$ cat config.mk
export PLATFORM = sky130hd
export DESIGN_NAME = uart_display_flat
export DESIGN_NICKNAME = d
export VERILOG_FILES = /design/src/rtl/elc3_pkg.sv /design/src/rtl/uart_display_if.sv /design/src/rtl/uart_tx_shifter.sv /design/src/rtl/uart_display.sv /design/src/flat_wrapper.sv
export SDC_FILE = /design/constraint.sdc
export NUM_CORES = 1
export LEC_CHECK = 0
export BUFFER_PORTS_ARGS = -buffer_cell sky130_fd_sc_hd__buf_4
export CORE_MARGIN = 10
export CORE_UTILIZATION = 39
export DETAILED_ROUTE_END_ITERATION = 10
export GPL_TIMING_DRIVEN = 0
export HOLD_SLACK_MARGIN = 0.1
export SYNTH_ARGS = -nofsm -noshare
export SYNTH_HDL_FRONTEND = slang
export SYNTH_HIERARCHICAL = 1
export SYNTH_SLANG_ARGS = --single-unit
$ cat constraint.sdc
create_clock -name Clk -period 2.65 [get_ports Clk]
set_input_delay 0 -clock Clk [delete_from_list [all_inputs] [get_ports Clk]]
set_output_delay 0 -clock Clk [all_outputs]
set_load 0.02 [all_outputs]
$ cat src/rtl/elc3_pkg.sv
// Shared eLC-3 definitions: display shifter states, DSR bit positions and
// the memory-mapped addresses of the display registers.
package elc3_pkg;

    typedef enum logic [1:0] {IDLE, START, DATA, STOP} uart_state_t;

    localparam int DSR_READY = 15;
    localparam int DSR_IE    = 14;

    localparam logic [15:0] ADDR_DSR = 16'hFE04;
    localparam logic [15:0] ADDR_DDR = 16'hFE06;

endpackage

$ cat src/rtl/uart_display_if.sv
// eLC-3 bus view of the display device: register selects, write strobe and
// data paths as seen from the address decoder side.
interface uart_display_if;
    logic        DSR_Sel;
    logic        DDR_Sel;
    logic        Write;
    logic [15:0] Data_In;
    logic [15:0] Data_Out;

    modport master (output DSR_Sel, DDR_Sel, Write, Data_In, input Data_Out);
    modport slave  (input DSR_Sel, DDR_Sel, Write, Data_In, output Data_Out);
endinterface

$ cat src/rtl/uart_tx_shifter.sv
// 8N1 serializer: start bit, 8 data bits LSB first, stop bit, each held for
// CLKS_PER_BIT cycles. Accepts a new byte in IDLE or on the final stop cycle.
module uart_tx_shifter
    import elc3_pkg::*;
#(
    parameter int CLKS_PER_BIT = 434
) (
    input  logic       clk_i,
    input  logic       rst_i,
    input  logic       load_i,
    input  logic [7:0] data_i,
    output logic       busy_o,
    output logic       tx_o
);

    localparam int BAUD_W = (CLKS_PER_BIT > 1) ? $clog2(CLKS_PER_BIT) : 1;
    localparam logic [BAUD_W-1:0] BAUD_LAST = BAUD_W'(CLKS_PER_BIT - 1);

    uart_state_t       state_q;
    logic [BAUD_W-1:0] baud_q;
    logic [2:0]        bit_q;
    logic [7:0]        shift_q;
    logic              tx_q;
    logic              baud_done;

    assign baud_done = (baud_q == BAUD_LAST);
    // Free to take a byte now: idle, or the last stop cycle (gapless chaining).
    assign busy_o    = !((state_q == IDLE) || ((state_q == STOP) && baud_done));
    assign tx_o      = tx_q;

    always_ff @(posedge clk_i) begin
        if (rst_i) begin
            state_q <= IDLE;
            baud_q  <= '0;
            bit_q   <= '0;
            shift_q <= '0;
            tx_q    <= 1'b1;
        end else begin
            case (state_q)
                IDLE: begin
                    tx_q <= 1'b1;
                    if (load_i) begin
                        shift_q <= data_i;
                        baud_q  <= '0;
                        tx_q    <= 1'b0;
                        state_q <= START;
                    end
                end
                START: begin
                    if (baud_done) begin
                        baud_q  <= '0;
                        bit_q   <= '0;
                        tx_q    <= shift_q[0];
                        state_q <= DATA;
                    end else begin
                        baud_q <= baud_q + BAUD_W'(1);
                    end
                end
                DATA: begin
                    if (baud_done) begin
                        baud_q <= '0;
                        if (bit_q == 3'd7) begin
                            tx_q    <= 1'b1;
                            state_q <= STOP;
                        end else begin
                            bit_q   <= bit_q + 3'd1;
                            shift_q <= shift_q >> 1;
                            tx_q    <= shift_q[1];
                        end
                    end else begin
                        baud_q <= baud_q + BAUD_W'(1);
                    end
                end
                STOP: begin
                    if (baud_done) begin
                        baud_q <= '0;
                        if (load_i) begin
                            shift_q <= data_i;
                            tx_q    <= 1'b0;
                            state_q <= START;
                        end else begin
                            state_q <= IDLE;
                        end
                    end else begin
                        baud_q <= baud_q + BAUD_W'(1);
                    end
                end
                default: begin
                    state_q <= IDLE;
                    tx_q    <= 1'b1;
                end
            endcase
        end
    end

endmodule

$ cat src/rtl/uart_display.sv
// LC-3 display device: DSR/DDR registers with a one-byte holding buffer in
// front of the UART shifter; Irq raised when IE is set and the buffer is empty.
module uart_display
    import elc3_pkg::*;
#(
    parameter int CLKS_PER_BIT = 434
) (
    input  logic           Clk,
    input  logic           Reset,
    uart_display_if.slave  bus,
    output logic           Tx,
    output logic           Irq
);

    logic [7:0]  hold_q, hold_d;
    logic        full_q, full_d;
    logic        ie_q, ie_d;
    logic        irq_q;
    logic        sh_busy;
    logic        take;
    logic [15:0] dsr_val;
    logic        unused_din;

    assign take       = full_q && !sh_busy;
    assign unused_din = ^{bus.Data_In[15], bus.Data_In[13:8]};

    always_comb begin
        hold_d = hold_q;
        full_d = full_q;
        ie_d   = ie_q;
        if (take) full_d = 1'b0;
        // take needs a full buffer and a DDR write needs an empty one, so they never collide
        if (bus.Write) begin
            if (bus.DSR_Sel) begin
                ie_d = bus.Data_In[DSR_IE];
            end else if (bus.DDR_Sel && !full_q) begin
                hold_d = bus.Data_In[7:0];
                full_d = 1'b1;
            end
        end
    end

    always_ff @(posedge Clk) begin
        if (Reset) begin
            hold_q <= '0;
            full_q <= 1'b0;
            ie_q   <= 1'b0;
            irq_q  <= 1'b0;
        end else begin
            hold_q <= hold_d;
            full_q <= full_d;
            ie_q   <= ie_d;
            irq_q  <= ie_d && !full_d;
        end
    end

    always_comb begin
        dsr_val            = '0;
        dsr_val[DSR_READY] = !full_q;
        dsr_val[DSR_IE]    = ie_q;
    end

    assign bus.Data_Out = bus.DSR_Sel ? dsr_val :
                          bus.DDR_Sel ? {8'h00, hold_q} : 16'h0000;
    assign Irq = irq_q;

    uart_tx_shifter #(.CLKS_PER_BIT(CLKS_PER_BIT)) u_shifter (
        .clk_i  (Clk),
        .rst_i  (Reset),
        .load_i (take),
        .data_i (hold_q),
        .busy_o (sh_busy),
        .tx_o   (Tx)
    );

endmodule

$ cat src/flat_wrapper.sv
// flat-port wrapper written by rule: the top's interface ports become plain ports
module uart_display_flat import elc3_pkg::*;
#(
    parameter int CLKS_PER_BIT = 434
)
  (Clk, Reset, Tx, Irq, bus_DSR_Sel, bus_DDR_Sel, bus_Write, bus_Data_In, bus_Data_Out);
  uart_display_if bus_i ();
  input  logic Clk;
  input  logic Reset;
  output logic Tx;
  output logic Irq;
  input wire logic [$bits(bus_i.DSR_Sel)-1:0] bus_DSR_Sel;
  input wire logic [$bits(bus_i.DDR_Sel)-1:0] bus_DDR_Sel;
  input wire logic [$bits(bus_i.Write)-1:0] bus_Write;
  input wire logic [$bits(bus_i.Data_In)-1:0] bus_Data_In;
  output wire logic [$bits(bus_i.Data_Out)-1:0] bus_Data_Out;
  assign bus_i.DSR_Sel = bus_DSR_Sel;
  assign bus_i.DDR_Sel = bus_DDR_Sel;
  assign bus_i.Write = bus_Write;
  assign bus_i.Data_In = bus_Data_In;
  assign bus_Data_Out = bus_i.Data_Out;
  uart_display #(.CLKS_PER_BIT(CLKS_PER_BIT)) u_core (.Clk(Clk), .Reset(Reset), .bus(bus_i), .Tx(Tx), .Irq(Irq));
endmodule
==> qor.txt <==
CTS Sinks = 34
WS Path Type = reg -> reg
port buffer count = 25
Synth Warn # = 6
CTS tree = built
unrepaired setup endpoints after global routing = false
# nets final = 306
largest net degree at the start of global routing = 11
core area = 5040 µm²
Top FF cell, synth = dfxtp_1
Post-CTS Setup Inserts = 0
Syn Area/Cell = 9.15 µm²
Fmax achieved = 0.413 GHz
Skew-Pair Late Insertion Delay = 0.29 ns
Area contributors post-synth = dfxtp_1 34%, mux2i_1 8.5%, nand2b_1 6.6%
Antenna Cells = 0
Tcrit/Tclk final = 91.3%
vias in the first global route = 1672
P_leak = 0.981 nW
Cell Area, Synth = 2000 µm²
post-synthesis register bit count = 34
ys async rst share = 0%
share of cells above drive strength 1 = 21.4%
Worst VDD drop = 0.298 mV
row cnt = 26
I/O pin count = 39
Worst Tran Pin Value = 0.668 ns
Initial Util = 39.8%
area delta synth->final = 30.3%
clock-pin slew on the worst setup and hold paths = 0.07 ns
final hold vios = 0
die area = 8410 µm²
MaxCap Viol Count = 0
vias = 1721
Crit path max-delay family = compound AO/OA/AOI/OAI gates
CTS Root Cell = clkbuf_8
CTS Buf Count = 5
Antenna Nets Post-Route = 0
global placer's final weighted congestion = 0.754
final max-slew violation count = 0
post-DR wirelength/cell = 13.7 µm
1st-iter DRT viols = 141
first-pass GRT wire length = 8090 µm
initial antenna violation count = 0
Slew HR = 55.3%
CP startpoint kind = flip-flop
die width = 91.7 µm
H-tree Lvls = 2
Max Clock Skew = 0.00502 ns
Worst Path Required = 2.83 ns
Synth area leader = dfxtp_1
Synth Instances = 219
TNS Setup = 0 ns
post-synth top area share = 34.0%
CP arrival = 2.60 ns
All-Layer GR Usage = 11.5%
worst hold path class = in -> reg
Power Density = 619 nW/µm²
Routed Wire Length = 4750 µm
Synth cell types = 48
worst-path cell chain = inv_1, ha_1, clkbuf_2, a31oi_1, nor2b_2, nor2_1, a211oi_4, buf_4, a21oi_1, a31o_2
die span in y = 91.7 µm
Max stage delay on crit path = 0.36 ns
element type at the critical path end = flip-flop
drt pass-1 iters = 5
setup violators final = 0
min Tclk post-route = 2.42 ns
outcome = complete, no violations
total power = 0.00162 W
total gr overflow = 0
Clock Path Buffers = 2
Crit Path Max Fanout = 10
Critical-path top delay cell = dfxtp_1
Via density = 4.97
DR DRC count = 0
commonest non-fill, non-tap cells in the layout = 34 x buf_4, 34 x dfxtp_1, 21 x nand2b_1
Post-synth EDFFs = 0
hpwl dp = 3220 µm
CP bufs+invs = 3
register area share after synthesis = 34.0%
## synthesized netlist by cell type, types with 2 or more instances
master,n
a31oi_1,7
o21ai_0,4
or3_1,3
nand3_1,4
dfxtp_1,34
and2b_1,2
nor2_1,13
buf_2,3
inv_1,7
a21oi_1,15
nand4_1,2
clkbuf_1,5
buf_4,9
a311oi_1,9
a22oi_1,2
nand2_1,9
nand3b_1,2
mux2i_1,17
and2_1,10
nor2b_1,3
a211oi_1,3
nand2b_1,21
ha_1,10
## tightest hold or removal path: stages
cell and delay, ns:
buf_4 0.09, nand4bb_1 0.11, o2111a_1 0.15
## report_power, final
group | switching [W] | internal (W) | leakage (nW)
sequential | 0.0000459 | 0.000562 | 0.276
combinational | 0.000326 | 0.000229 | 0.648
clock | 0.000190 | 0.000262 | 0.0575
total | 0.000563 | 0.00105 | 0.981
## final cells by class
type,instances,area [µm²]
buffer,18,115
clock buffer,8,110
fill,476,2430
inverter,7,26.3
multi-input combinational,165,1210
sequential,34,681
tap,70,87.6
timing repair buffer,44,378
## registers in the layout, summed over array words and instances (netlist names)
register,cells
u_core/u_shifter/baud_q,9
u_core/hold_q,8
u_core/u_shifter/shift_q,8
u_core/u_shifter/bit_q,3
u_core/u_shifter/state_q,2
u_core/Irq,1
u_core/full_q,1
u_core/ie_q,1
u_core/u_shifter/tx_o,1
## final timing paths
kind / cells past startpoint / end / start / slack [ns]
min reg2reg: 2 / u_core/u_shifter/bit_q[1]$_SDFFE_PP0P_ / u_core/u_shifter/bit_q[1]$_SDFFE_PP0P_ / 0.48
max: 10 / u_core/u_shifter/shift_q[7]$_SDFFE_PP0P_ / u_core/u_shifter/state_q[0]$_SDFFE_PP0P_ / 0.23
min: 3 / u_core/Irq$_SDFF_PP0_ / bus_Write / 0.11
max reg2reg: 10 / u_core/u_shifter/shift_q[7]$_SDFFE_PP0P_ / u_core/u_shifter/state_q[0]$_SDFFE_PP0P_ / 0.23
## timing repair
| action | 4_1_cts | 5_1_grt |
|---|---|---|
| gates resized for setup | 1 | 5 |
| hold endpoints to repair | 10 | 0 |
| setup endpoints to repair | 2 | 10 |
| pin swaps | 0 | 0 |
| hold buffers | 19 | 0 |
## kinds of logic (layout without fill, tap and decap cells)
kind of cell,after synthesis,in the layout,synth area share (%)
compound gates,51,51,18.8
fa+ha+maj,10,10,6.24
buf+inv,25,77,6.93
flops,34,34,34.0
mux,17,17,8.49
other cells,1,6,0.187
simple gates,81,81,25.4
## stage by stage
| stage | setup slack [ns] | std cells | util [%] | hold WS, ns | cell area [µm²] |
|---|---|---|---|---|---|
| floorplan | 0.452 | 224 | - | 0.155 | 2020 |
| detailed placement | -0.0559 | 319 | 45.6 | 0.279 | 2300 |
| global placement | -0.0577 | 319 | 45.6 | 0.269 | 2300 |
| global route | 0.00717 | 346 | 51.8 | 0.127 | 2610 |
| finish | 0.230 | 346 | 51.8 | 0.114 | 2610 |
| CTS | 0.00212 | 346 | 51.7 | 0.107 | 2610 |
## layer usage
layer,global-route usage (%),up-vias,share of wire [%]
li1,-,888,-
met1,15.2,789,50
met2,16.9,40,43
met3,3.59,4,6.0
met4,5.01,0,1.0
met5,0,-,0
Power figures use the tool's default switching activity.
